==> src/rtl/demux_pkg.sv <==
// Shared widths and channel-select encodings for the 1-to-2 word demux.
// Optional delivery counters are enabled with macro DEMUX_COUNT_EN.
package demux_pkg;
    localparam int   DATA_W = 32;
    localparam logic SEL_A  = 1'b0;
    localparam logic SEL_B  = 1'b1;
    localparam int   CNT_W  = 16;

    typedef logic [DATA_W-1:0] word_t;
endpackage

==> src/rtl/demux_fifo.sv <==
// Synchronous DEPTH-entry FIFO, one cycle from push to head; refuses push when full.
// Head word is raw storage at the read pointer; callers qualify it with empty.
module demux_fifo
    import demux_pkg::*;
#(
    parameter  int DEPTH = 2,
    localparam int PW    = (DEPTH > 1) ? $clog2(DEPTH) : 1,
    localparam int CW    = $clog2(DEPTH + 1)
) (
    input  logic          clk,
    input  logic          rst,
    input  logic          push,
    input  word_t         wr_data,
    input  logic          pop,
    output word_t         rd_data,
    output logic          full,
    output logic          empty,
    output logic [CW-1:0] count
);

    word_t         mem_q [DEPTH];
    logic [PW-1:0] wr_ptr_q, wr_ptr_d;
    logic [PW-1:0] rd_ptr_q, rd_ptr_d;
    logic [CW-1:0] count_q, count_d;
    logic          push_ok, pop_ok;

    assign full    = (count_q == CW'(DEPTH));
    assign empty   = (count_q == '0);
    assign count   = count_q;
    assign rd_data = mem_q[rd_ptr_q];
    assign push_ok = push && !full;
    assign pop_ok  = pop && !empty;

    // DEPTH is a power of two, so pointer overflow is the modulo wrap.
    always_comb begin
        wr_ptr_d = wr_ptr_q;
        rd_ptr_d = rd_ptr_q;
        count_d  = count_q;
        if (push_ok) wr_ptr_d = PW'(wr_ptr_q + 1'b1);
        if (pop_ok)  rd_ptr_d = PW'(rd_ptr_q + 1'b1);
        case ({push_ok, pop_ok})
            2'b10:   count_d = CW'(count_q + 1'b1);
            2'b01:   count_d = CW'(count_q - 1'b1);
            default: count_d = count_q;
        endcase
    end

    always_ff @(posedge clk or posedge rst) begin
        if (rst) begin
            wr_ptr_q <= '0;
            rd_ptr_q <= '0;
            count_q  <= '0;
        end else begin
            wr_ptr_q <= wr_ptr_d;
            rd_ptr_q <= rd_ptr_d;
            count_q  <= count_d;
        end
    end

    always_ff @(posedge clk) begin
        if (push_ok) mem_q[wr_ptr_q] <= wr_data;
    end

endmodule

==> src/rtl/demux32_bit_1to2.sv <==
// Routes 32-bit words to one of two buffered channels by in_sel; latency 1 cycle.
// in_ready drops when the selected channel is full; macro DEMUX_COUNT_EN adds cnt_a/cnt_b.
module demux32_bit_1to2
    import demux_pkg::*;
#(
    parameter int DEPTH = 2
) (
    input  logic              Clk,
    input  logic              Reset,
    input  logic [DATA_W-1:0] in_data,
    input  logic              in_sel,
    input  logic              in_valid,
    output logic              in_ready,
    output logic [DATA_W-1:0] out_data_a,
    output logic [DATA_W-1:0] out_data_b,
    output logic              out_valid_a,
    output logic              out_valid_b,
    input  logic              out_ready_a,
    input  logic              out_ready_b
`ifdef DEMUX_COUNT_EN
    ,
    output logic [CNT_W-1:0]  cnt_a,
    output logic [CNT_W-1:0]  cnt_b
`endif
);

    localparam int CW = $clog2(DEPTH + 1);

    word_t         head_a, head_b;
    logic          full_a, full_b, empty_a, empty_b;
    logic [CW-1:0] count_a, count_b;
    logic          accept, push_a, push_b, pop_a, pop_b;

    assign in_ready    = (in_sel == SEL_B) ? !full_b : !full_a;
    assign accept      = in_valid && in_ready;
    assign push_a      = accept && (in_sel == SEL_A);
    assign push_b      = accept && (in_sel == SEL_B);

    assign out_valid_a = (count_a != '0);
    assign out_valid_b = (count_b != '0);
    assign out_data_a  = empty_a ? '0 : head_a;
    assign out_data_b  = empty_b ? '0 : head_b;
    assign pop_a       = out_valid_a && out_ready_a;
    assign pop_b       = out_valid_b && out_ready_b;

    demux_fifo #(.DEPTH(DEPTH)) u_fifo_a (
        .clk     (Clk),
        .rst     (Reset),
        .push    (push_a),
        .wr_data (in_data),
        .pop     (pop_a),
        .rd_data (head_a),
        .full    (full_a),
        .empty   (empty_a),
        .count   (count_a)
    );

    demux_fifo #(.DEPTH(DEPTH)) u_fifo_b (
        .clk     (Clk),
        .rst     (Reset),
        .push    (push_b),
        .wr_data (in_data),
        .pop     (pop_b),
        .rd_data (head_b),
        .full    (full_b),
        .empty   (empty_b),
        .count   (count_b)
    );

`ifdef DEMUX_COUNT_EN
    logic [CNT_W-1:0] cnt_a_q, cnt_a_d, cnt_b_q, cnt_b_d;

    // Free-running delivery counters; natural 16-bit overflow gives the wrap.
    always_comb begin
        cnt_a_d = cnt_a_q + CNT_W'(pop_a);
        cnt_b_d = cnt_b_q + CNT_W'(pop_b);
    end

    always_ff @(posedge Clk or posedge Reset) begin
        if (Reset) begin
            cnt_a_q <= '0;
            cnt_b_q <= '0;
        end else begin
            cnt_a_q <= cnt_a_d;
            cnt_b_q <= cnt_b_d;
        end
    end

    assign cnt_a = cnt_a_q;
    assign cnt_b = cnt_b_q;
`endif

endmodule

==> config.mk <==
export PLATFORM = sky130hd
export DESIGN_NAME = demux32_bit_1to2
export DESIGN_NICKNAME = d
export VERILOG_FILES = /design/src/rtl/demux_pkg.sv /design/src/rtl/demux_fifo.sv /design/src/rtl/demux32_bit_1to2.sv
export SDC_FILE = /design/constraint.sdc
export NUM_CORES = 1
export LEC_CHECK = 0
export BUFFER_PORTS_ARGS = -buffer_cell sky130_fd_sc_hd__buf_4
export CAP_MARGIN = 5
export CORE_UTILIZATION = 50
export DETAILED_ROUTE_END_ITERATION = 12
export PLACE_DENSITY = 0.74
export SLEW_MARGIN = 20
export SYNTH_ARGS = -nofsm -noshare
export SYNTH_HDL_FRONTEND = slang
export SYNTH_HIERARCHICAL = 1
export SYNTH_SLANG_ARGS = --single-unit
==> constraint.sdc <==
create_clock -name Clk -period 3.77 [get_ports Clk]
set_input_delay 0 -clock Clk [delete_from_list [all_inputs] [get_ports Clk]]
set_output_delay 0 -clock Clk [all_outputs]
set_load 0.02 [all_outputs]
======== Word level (Yosys, flattened, before mapping) ========
Memories as Yosys holds them, arrays and structs flattened.
Cells that the tools add are included.
cells by class
  $add $sub $neg .......................... 8
  bitwise operators ....................... 1
  reductions and logical operators ........ 19
  eq/ne operators ......................... 6
  muxes and demuxes ....................... 9
operator list
  kind                   count
  $mux W32               2
  $logic_and A1 B1 Y1    9
  $eq A2 B2 Y1 const B   4
  $pmux W2 S2            2
  $reduce_bool A2 Y1     4
  $mux W1                5
  $add A1 B1 Y1 const B  4
  $add A2 B1 Y2 const B  2
  $eq A2 B1 Y1 const B   2
  $logic_not A1 Y1       4
  $logic_not A2 Y1       2
  $sub A2 B1 Y2 const B  2
  $not A1 Y1             1
word-level totals
  output and inout port bits .............. 67
  memory bits (writable) .................. 128
  memories kept ........................... 2
  flip-flop bits (word level) ............. 8
memories
  memory          words  bits a word  rd ports  clocked after memory_dff  wr ports  line              source
  u_fifo_a.mem_q  2      32           1         0                         1         demux_fifo.sv:21  word_t mem_q [DEPTH];
  u_fifo_b.mem_q  2      32           1         0                         1         demux_fifo.sv:21

======== Longest topological paths before layout ========
Gate-level depths: netlist (run 1).
  depth in word-level cells ............... 8
  mapped depth ............................ 8
  depth with buffers taken out ............ 8

======== By module ========
Netlist (run 1), hierarchy kept.
by module, submodules not included
  module            instances  cells an instance  area an instance (um^2)  sequential area each (um^2)
  demux_fifo        2          119                2662.6                   2021.9
  demux32_bit_1to2  1          77                 484.2                    0.0

======== Worst setup path after synthesis (run 1) ========
No wires, ideal clock.
  path type ............................... register to register
  start ................................... register u_fifo_a.count_q[0] (netlist: u_fifo_a/count[0])
  end ..................................... memory u_fifo_a/mem_q[0][0] (netlist name) (enable)
  buffers on the path ..................... 0
  library setup time ...................... 0.421 ns
  data required time ...................... 3.349 ns
  cell stages (with the launch flop) ...... 6
  data arrival time ....................... 2.318 ns
  period minus slack after synthesis ...... 2.739 ns
  slack ................................... 1.031 ns
  path through ............................ dfrtp_1 -> nand2b_1 -> inv_1 -> nor3b_1 -> nand2_1 -> nor2_1
on the way
  longest elaborated chain between the ends .. 8
ends and longest elaborated chain
  what                           line                    source
  start, declared                demux_fifo.sv:24        logic [CW-1:0] count_q, count_d;
  start signal, assigned         demux_fifo.sv:56        count_q <= count_d;
  $eq A2 B2 Y1                   demux_fifo.sv:27        assign full = (count_q == CW'(DEPTH));
  named net full_a               demux32_bit_1to2.sv:30  logic full_a, full_b, empty_a, empty_b;
  $logic_not A1 Y1               demux32_bit_1to2.sv:34  assign in_ready = (in_sel == SEL_B) ? !full_b : !full_a;
  $mux W1                        demux32_bit_1to2.sv:34
  $logic_and A1 B1 Y1            demux32_bit_1to2.sv:35  assign accept = in_valid && in_ready;
  $logic_and A1 B1 Y1            demux32_bit_1to2.sv:36  assign push_a = accept && (in_sel == SEL_A);
  named net push_a               demux32_bit_1to2.sv:32  logic accept, push_a, push_b, pop_a, pop_b;
  $logic_and A1 B1 Y1            demux_fifo.sv:31        assign push_ok = push && !full;
  $mux W1                        demux_fifo.sv:61        if (push_ok) mem_q[wr_ptr_q] <= wr_data;
  $mux W1 (implied by the code)  demux_fifo.sv:61
  end, declared                  demux_fifo.sv:21
The timed path passes the listed nets, and every way through them passes these cells.

======== Final worst setup path (run 1) ========
  start ................................... register u_fifo_a.count_q[0] (netlist: u_fifo_a/count[0])
  end ..................................... memory u_fifo_a/mem_q[0][29] (netlist name) (enable)
Same word-level chain as after synthesis.

==> run summary, run 1 <==
DRT Pass-1 Iters: 4
Cells after DPL: 546
Min cycle time layout: 2.34 ns
Clk slew on worst S/H paths: 0.05 ns
Layout cell share with drive strength beyond 1: 44.6%
Setup bufs post-CTS: 0
Final wirelength: 11,000 um
Post-DP HPWL: 6400 um
Post-synth top area share: 66.2%
Clock sink count: 136
Fin. max-slew vios: 0
Fin Setup TNS: 0 ns
CTS tree: done
Fin. Hold Viols: 0
TritonCTS Buffers: 17
Worst skew pair latency: 0.41 ns
Layout Skew: 0.00940 ns
Syn Nets: 355
CP top delay family: simple AND/OR/NAND/NOR gates
Mapped Cells: 315
Hold Crit Class: in2reg
Die area: 12,100 sq um
GR Overflow Total: 0
Share of the core filled with cells: 68.4%
Post-synthesis sequential area ratio: 69.6%
Die height: 110 um
Layout Cells excl Fill: 611
Routability cong.: 0.701
DRC violations left: 0
Synth cell types: 22
Pin count of the biggest net entering global routing: 34
PwrDens: 827 nW/um^2
All-Layer GR Usage: 19.4%
Final worst path period share: 62.1%
Global-route wire length before repair: 16,300 um
Max_slew headroom: 28.7%
Synth Cell Area: 5810 sq um
Row count: 38
Startpoint types: flip-flop
Worst Setup End Kind: flip-flop
Cell taking the most area after synthesis: edfxtp_1
Vias per cell: 4.99
Worst path cell trace: nand2b_1, inv_1, nor3b_1, nand2_1, nor2_4
Crit path required time: 3.80 ns
Slowest stage delay, CP: 0.80 ns
WP buf/inv: 1
Maximum vdd drop: 0.000484 V
Run status: complete, no violations
Number of global-route vias before repair: 3,078
Setup WS post-layout: 1.43 ns
Root buf cell: clkbuf_16
Syn. warnings: 6
PortBufs: 104
Initial DRC Count: 171
Nets: 498
Initial Util: 52.4%
F_max: 427 MHz
# diodes: 0
Avg Cell Area, Syn: 18.4 sq um
Top Ports: 105
Worst slack, placed: 1.41 ns
Max Root-Sink Buffers: 2
Static leakage: 3.00 nW
Initial antenna violation count: 0
Synth area leaders: edfxtp_1, mux2_4, nor2b_1
Core Area: 11,100 sq um
Max-Cap Viols: 0
Slowest CP cell: nor2_4
Final ANT Viol Nets: 0
Crit Path Class: reg2reg
Vias post-DR: 3,048
Flops & latches, synth: 136
CP max FO: 32
Chip Width: 110 um
RSZ-0062 raised after global routing: false
Setup Viol. Count Final: 0
Area grow syn2layout: 30.4%
H-Tree Depth: 4
DR WL/cell: 17.9 um
CP arrival: 2.37 ns
Actual slew at the worst max-slew pin: 1.07 ns
==> report_power, final <==
part           internal (W)  total (W)  switching, W  leakage [nW]
combinational       0.00120    0.00237       0.00116          1.44
clock               0.00111    0.00168      0.000576         0.300
sequential          0.00191    0.00221      0.000303          1.26
total               0.00422    0.00626       0.00204          3.00
==> flip-flops by register name (all words and copies together) (netlist names) <==
signal and count:
u_fifo_b/wr_ptr_q 1, u_fifo_b/count 2, u_fifo_b/rd_ptr_q 1, u_fifo_b/mem_q 64, u_fifo_a/wr_ptr_q 1, u_fifo_a/rd_ptr_q 1
u_fifo_a/count 2, u_fifo_a/mem_q 64
==> worst register-to-register path, delay by kind of cell, from the launching register on <==
family	cells	cell delay, ns
flip-flops	1	0.49
AND/OR/NAND/NOR	4	1.39
buffers and inverters	1	0.07
==> layout make-up <==
type | count | area (sq um)
well taps | 140 | 175
fillers | 726 | 3500
clock buffers | 24 | 492
flip-flops and latches | 136 | 4050
multi-input cells | 161 | 1610
clock inverters | 8 | 118
inverters | 4 | 15.0
repair buffers | 138 | 1120
==> cell usage in the layout, fill, tap and decap left out, drive strengths merged <==
cell type	n
edfxtp	128
buf	105
nor2b	66
mux2	64
dlygate4sd3	33
clkbuf	24
dfrtp	8
xnor2	6
nor2	6
clkinv	4
xor2	4
inv	4
bufinv	3
or2	2
o21a	2
nand2b	2
nand2	2
and3	2
ha	2
mux2i	1
nor3b	1
and3b	1
clkinvlp	1
==> path summary, 6_finish.rpt <==
path	to	slack (ns)	cells past startpoint	start
hold reg to reg	u_fifo_b/wr_ptr_q	0.54	1	u_fifo_b/wr_ptr_q
hold / removal	u_fifo_a/wr_ptr_q	0.03	4	in_sel
setup reg to reg	u_fifo_a/mem_q[0][29]	1.43	5	u_fifo_a/count[0]
min in group asynchronous	u_fifo_a/count[0]	0.06	3	Reset
max in group asynchronous	u_fifo_b/rd_ptr_q	3.52	3	Reset
setup / recovery	u_fifo_a/mem_q[0][29]	1.43	5	u_fifo_a/count[0]
==> synth_stat cells (all sizes together) <==
cell type and number:
nor2b 66, dfrtp 8, o21a 2, xor2 4, mux2i 1, nand2b 2, nor3b 1, ha 2
nor2 6, and3b 1, nand2 2, mux2 64, inv 4, edfxtp 128, buf 14, xnor2 6
or2 2, and3 2
==> through the flow <==
stage | cell area, sq um | hold slack (ns) | power (W)
floorplan | 5810 | -0.234 | 0.00382
CTS | 7570 | 0.0176 | 0.00633
detailed placement | 6640 | -0.0864 | 0.00461
global placement | 6640 | -0.0958 | 0.00456
finish | 7580 | 0.0318 | 0.00626
global route | 7580 | 0.0571 | 0.00653
==> cells by family (layout without fill, tap and decap cells) <==
family / Yosys count / count (layout) / share of synthesized area [%]
compound gates: 2 / 2 / 0.258
xor+xnor: 10 / 10 / 1.51
fa+ha+maj: 2 / 2 / 0.431
buf+inv: 18 / 174 / 3.23
flops: 136 / 136 / 69.6
mux: 65 / 65 / 16.3
simple gates: 82 / 82 / 8.64
==> metal layers <==
metal  share of wire (%)  wire [um]  track usage [%]
met5                   0          0                0
met1                  41       4500             22.8
met3                 4.2        456             5.04
met2                  53       5820             33.6
met4                 1.6        180             8.19
==> what timing repair did <==
action	in CTS	in global routing
resized for setup	0	0
hold buffers	33	0
hold endpoints to repair	136	0
Power figures use the tool's default switching activity.
==> run 2: changes to the inputs <==
==> constraint.sdc (replaced) <==
create_clock -name Clk -period 2.2 [get_ports Clk]
set_input_delay 0 -clock Clk [delete_from_list [all_inputs] [get_ports Clk]]
set_output_delay 0 -clock Clk [all_outputs]
set_load 0.02 [all_outputs]
==> run 2 against run 1 <==
Against the previous run: first-iteration DRC count down 3.5%; register-to-register slack worse by 1.1 ns; combinational power up 89%; wire length up 2.2%; sequential cell count unchanged; power up 80%; via count up 2.9%; worst setup slack worse by 1.2 ns; critical path type is now reg2out; critical endpoint is now out_data_a[29]; highest routed layer unchanged.
==> run summary, run 2 (synthesis results as in run 1) <==
Run status: complete, no violations
Global-route wire length before repair: 16,700 um
Sw power: 0.00354 W
Worst R2R Path Depth: 7
Final wirelength: 11,200 um
All-Layer GR Usage: 20.1%
Initial antenna violation count: 0
F_max: 503 MHz
TritonCTS Buffers: 17
Max-Cap Viols: 0
Initial DRC Count: 165
Max_slew headroom: 72.1%
Post-DP HPWL: 6860 um
CP arrival: 1.99 ns
Fraction of power spent switching nets: 31.3%
Pin count of the biggest net entering global routing: 33
Min cycle time layout: 1.99 ns
Post_cts resized: 0
Top Registers: u_fifo_a/mem_q (64), u_fifo_b/mem_q (64)
Vias per cell: 5.04
Max Root-Sink Buffers: 2
GR Overflow Total: 0
Clock sink count: 136
Area after DPL: 6760 sq um
Row count: 38
Top Ports: 105
CP max FO: 11
Final worst path period share: 90.4%
DRC violations left: 0
Startpoint types: flip-flop
Layout cell share with drive strength beyond 1: 45.9%
Nets: 509
Flop pwr share: 31.1%
Share of the core filled with cells: 70.3%
Worst r2r src: u_fifo_a/count[0]
Crit Path Class: reg2out
Worst Setup End Kind: output pin
Cells after DPL: 557
Chip Width: 110 um
Hold Crit Class: in2async
Die area: 12,100 sq um
Routability cong.: 0.729
Vias post-DR: 3,136
Worst skew pair latency: 0.40 ns
Design Area, Final: 7790 sq um
PortBufs: 104
Clk slew on worst S/H paths: 0.06 ns
R2R Path End: u_fifo_a/count[1]
Initial Util: 52.4%
Area grow syn2layout: 34.1%
Fin. max-slew vios: 0
DR WL/cell: 18.0 um
Final ANT Viol Nets: 0
Maximum vdd drop: 0.000869 V
H-Tree Depth: 4
Most frequent cells in the layout: edfxtp_1, buf_4, nor2b_1
Commonest non-fill, non-tap cell in the layout: edfxtp_1
Root buf cell: clkbuf_16
Clk pwr share: 29.3%
Number of global-route vias before repair: 3,143
Core Area: 11,100 sq um
Fillers: 701
Cell-internal power: 0.00776 W
RSZ-0062 raised after global routing: false
Actual slew at the worst max-slew pin: 0.418 ns
PwrDens: 1450 nW/um^2
CTS tree: done
# diodes: 0
Layout Cells excl Fill: 622
Fin. Hold Viols: 0
DRT Pass-1 Iters: 5
Setup Viol. Count Final: 0
Die height: 110 um
Layout Skew: 0.00548 ns
Fin Setup TNS: 0 ns
Crit path required time: 2.20 ns
Static leakage: 3.11 nW
Worst R2R Setup Slack: 0.30 ns
Logic gate share of total power: 39.6%
Overall Power: 0.0113 W
## run 2: cell types whose count changed in the layout (fill, tap and decap cells not counted), moves of 2 or more
cell,change
buf_4,+8
bufinv_16,+5
clkbuf_8,-4
buf_12,+3
clkbuf_1,-3
clkinv_1,+3
clkinv_2,-2
clkinv_4,+2
## run 2: final cells by class
class,instances,area (sq um),share of cell area [%]
well taps,140,175,2.25
repair buffers,149,1240,15.9
inverters,4,15.0,0.193
flip-flops and latches,136,4050,51.9
clock inverters,15,279,3.58
clock buffers,17,425,5.46
multi-input cells,161,1610,20.7
## run 2: stage by stage
step	hold WS (ns)	setup slack (ns)
after floorplan	-0.234	0.0397
after global placement	-0.0912	0.416
after detailed placement	-0.0881	0.336
after CTS	0.0242	0.188
after global routing	0.0577	0.0694
final	0.0467	0.211
## run 2: worst max-delay path by stage
| stage | startpoint | endpoint | slack, ns | cells after the start |
|---|---|---|---|---|
| after detailed placement | u_fifo_b/count[0] | u_fifo_b/count[1] | 0.34 | 7 |
| after global placement | u_fifo_a/count[0] | u_fifo_a/count[1] | 0.42 | 7 |
| after global routing | u_fifo_a/count[0] | u_fifo_a/count[1] | 0.07 | 7 |
| after CTS | u_fifo_a/rd_ptr_q | out_data_a[8] | 0.19 | 4 |
| final | u_fifo_a/rd_ptr_q | out_data_a[29] | 0.21 | 4 |
| after floorplan | u_fifo_b/count[0] | u_fifo_b/mem_q[0][0] | 0.04 | 5 |
## run 2: metal layers
layer / up-vias / share of wire, % / track usage (%)
li1: 1461 / - / -
met1: 1555 / 42 / 24.4
met2: 97 / 51 / 33.1
met3: 23 / 4.3 / 4.80
met4: 0 / 2.4 / 10.9
met5: - / 0 / 0
## run 2: power by group through the flow
stage	Sequential (W)	Clock (W)	Combinational (W)
2_1_floorplan	0.00343	0	0.00313
3_3_place_gp	0.00353	0	0.00440
3_5_place_dp	0.00355	0	0.00445
4_1_cts	0.00352	0.00337	0.00452
5_1_grt	0.00355	0.00348	0.00476
6_report	0.00351	0.00332	0.00447
## run 2: critical path, cell delays in order, from the launching register on
cell and delay (ns):
dfrtp_2 0.62, buf_4 0.31, mux2_4 0.31, nor2b_1 0.15
buf_4 0.18
## run 2: timing repair
item	CTS	global route
hold buffers	33	0
setup buffers	0	0
hold endpoints to repair	136	0
==> run 3: changes to the inputs <==
--- a/config.mk
+++ b/config.mk
@@ -5,6 +5,7 @@
 export SDC_FILE = /design/constraint.sdc
 export NUM_CORES = 1
 export LEC_CHECK = 0
+export ABC_AREA = 1
 export BUFFER_PORTS_ARGS = -buffer_cell sky130_fd_sc_hd__buf_4
 export CAP_MARGIN = 5
 export CORE_UTILIZATION = 50
@@ -15,3 +16,4 @@
 export SYNTH_HDL_FRONTEND = slang
 export SYNTH_HIERARCHICAL = 1
 export SYNTH_SLANG_ARGS = --single-unit
+export TNS_END_PERCENT = 20
==> run 3 against run 2 <==
Against the previous run: sequential share of layout area increased by 0.62 points; critical path depth rose by 2; non-clock buffer count unchanged; clock-buffer cell count increased by 1; die area is 0.59% higher; first-iteration DRC count rose by 28%; global-route usage about the same; highest routed layer unchanged.
==> run summary, run 3 <==
R2R Path End: u_fifo_a/count[1]
Met3 Use GR: 4.35%
Area grow syn2layout: 31.7%
Initial Util: 51.2%
Clock sink count: 136
CP arrival: 1.89 ns
Actual slew at the worst max-slew pin: 0.499 ns
Syn. warnings: 6
Flops & latches, synth: 136
Most frequent cells after synthesis: inv_1, edfxtp_1, nand2_1
Chip Width: 110 um
CP startpoint: u_fifo_b/rd_ptr_q
RSZ-0062 raised after global routing: false
Flop pwr share: 33.0%
Root buf cell: clkbuf_16
Cell taking the most area after synthesis: edfxtp_1
Overall Power: 0.0105 W
Hold Crit Class: in2reg
Sw power: 0.00394 W
# diodes: 0
Top Ports: 105
Final worst path period share: 85.9%
Grt met2 use: 33.9%
Ys flop type: edfxtp_1
Worst r2r src: u_fifo_a/count[0]
Core Area: 11,400 sq um
Fillers: 834
Die height: 110 um
Layout Skew: 0.00688 ns
Met1 Usage GRT: 25.0%
Row count: 39
Clk slew on worst S/H paths: 0.06 ns
Layout cell share with drive strength beyond 1: 21.8%
Worst R2R Path Depth: 10
Vias per cell: 4.60
GRT Max-Usage Layer: met2
H-Tree Depth: 4
Worst Setup EP: out_data_b[11]
GR Overflow Total: 0
Nets: 739
Count leader, synth: inv_1
CP max FO: 38
Max-Cap Viols: 0
PortBufs: 104
Max Root-Sink Buffers: 2
EDFF count, synth: 128
Post-synth ARST share: 5.88%
Final wirelength: 11,100 um
Static leakage: 3.51 nW
All-Layer GR Usage: 20.1%
Layout Cells excl Fill: 855
Initial DRC Count: 211
FF/Latch Area: 4050 sq um
Clk pwr share: 25.8%
Fraction of power spent switching nets: 37.5%
Pin count of the biggest net entering global routing: 39
Initial antenna violation count: 0
Routability cong.: 0.811
Multi-input logic area: 1040 sq um
Mapped Cells: 551
Global-route wire length before repair: 17,700 um
Cells after DPL: 788
Setup bufs post-CTS: 0
Setup Viol. Count Final: 0
Synth Cell Area: 5840 sq um
Cell-internal power: 0.00657 W
Crit path required time: 2.20 ns
DRC violations left: 0
Synth cell types: 17
Crit Path Class: reg2out
TritonCTS Buffers: 17
Post_cts resized: 0
Top Registers: u_fifo_a/mem_q (64), u_fifo_b/mem_q (64)
Number of global-route vias before repair: 3,716
Commonest non-fill, non-tap cell in the layout: inv_1
Worst skew pair latency: 0.41 ns
Max_slew headroom: 66.8%
PwrDens: 1360 nW/um^2
Share of the core filled with cells: 67.4%
CTS tree: done
Most frequent cells in the layout: inv_1, edfxtp_1, buf_4
F_max: 529 MHz
Run status: complete, no violations
Syn Nets: 591
Vias post-DR: 3,934
Final ANT Viol Nets: 0
Worst R2R Setup Slack: 0.47 ns
Fin. max-slew vios: 0
Die area: 12,100 sq um
Synth area leaders: edfxtp_1, inv_1, nand2_1
Post-synth top area share: 65.8%
DRT Pass-1 Iters: 5
Startpoint types: flip-flop
Avg Cell Area, Syn: 10.6 sq um
Logic gate share of total power: 41.2%
Post-DP HPWL: 7090 um
Fin. Hold Viols: 0
Maximum vdd drop: 0.000879 V
Worst Setup End Kind: output pin
DR WL/cell: 13.0 um
Post-synthesis sequential area ratio: 69.2%
Hold path start: in_valid
Min cycle time layout: 1.89 ns
run 3: cell types whose count changed in the layout (fill, tap and decap cells not counted), moves of 6 or more:
cell | previous run | this run
o21ai_0 | 0 | 22
mux2_2 | 6 | 0
bufinv_16 | 8 | 2
o21ai_1 | 0 | 44
mux2_4 | 58 | 0
nor2b_1 | 64 | 0
nand2_1 | 2 | 87
inv_2 | 0 | 6
inv_1 | 4 | 149
nor2_1 | 2 | 72
run 3: layer usage:
layer	vias up	part of all wire, %
met5	-	0
met4	0	1.4
met3	13	4.7
met2	119	50
met1	1799	44
li1	2003	-
run 3: worst min-delay path by stage:
stage / slack (ns) / cells after the start / end
2_1_floorplan: -0.23 / 1 / u_fifo_a/count[0]
3_3_place_gp: -0.09 / 2 / u_fifo_a/count[0]
3_5_place_dp: -0.09 / 2 / u_fifo_a/count[0]
4_1_cts: 0.01 / 5 / u_fifo_a/wr_ptr_q
5_1_grt: 0.04 / 5 / u_fifo_a/wr_ptr_q
6_report: 0.02 / 5 / u_fifo_a/wr_ptr_q
run 3: timing repair:
action,4_1_cts,5_1_grt
hold buffers,35,0
setup endpoints to repair,0,0
endpoints found under the hold margin,138,0
run 3: per-stage QoR:
| stage | worst slack (ns) | setup TNS [ns] | area (sq um) | hold WS [ns] |
|---|---|---|---|---|
| 2_1_floorplan | -0.411 | -13.16 | 5850 | -0.234 |
| 3_3_place_gp | 0.568 | 0 | 6770 | -0.0865 |
| 3_5_place_dp | 0.496 | 0 | 6770 | -0.0856 |
| 4_1_cts | 0.307 | 0 | 7700 | 0.0129 |
| 5_1_grt | 0.159 | 0 | 7700 | 0.0446 |
| 6_report | 0.310 | 0 | 7700 | 0.0228 |
run 3: worst max-delay path, stage by stage (launching register included):
cell     delay [ns]
dfrtp_2        0.68
buf_12         0.26
nand2_1        0.08
o21ai_0        0.08
inv_1          0.05
nor2_1         0.15
buf_4          0.17
run 3: cell type report:
class                      instances  area share (%)
clock buffer                      18            5.57
clock inverter                    14            1.95
inverter                         156            7.61
multi-input combinational        239            13.5
sequential                       136            52.6
tap                              143            2.32
timing repair buffer             149            16.5
run 3: kinds of logic after synthesis:
family                     Yosys count  share of synthesized area [%]
xor gates and xnor gates             2                          0.300
adders and majority gates            2                          0.428
and+or+nand+nor                    169                           11.2
AOI/OAI and AO/OA                   66                           5.65
buffers and inverters              176                           13.3
DFF                                136                           69.2
run 3: power by group through the flow:
stage | Clock, W | Combinational [W] | Sequential [W]
after floorplan | 0 | 0.00288 | 0.00342
after global placement | 0 | 0.00421 | 0.00349
after detailed placement | 0 | 0.00429 | 0.00351
after CTS | 0.00275 | 0.00436 | 0.00346
after global routing | 0.00286 | 0.00477 | 0.00351
final | 0.00271 | 0.00433 | 0.00346
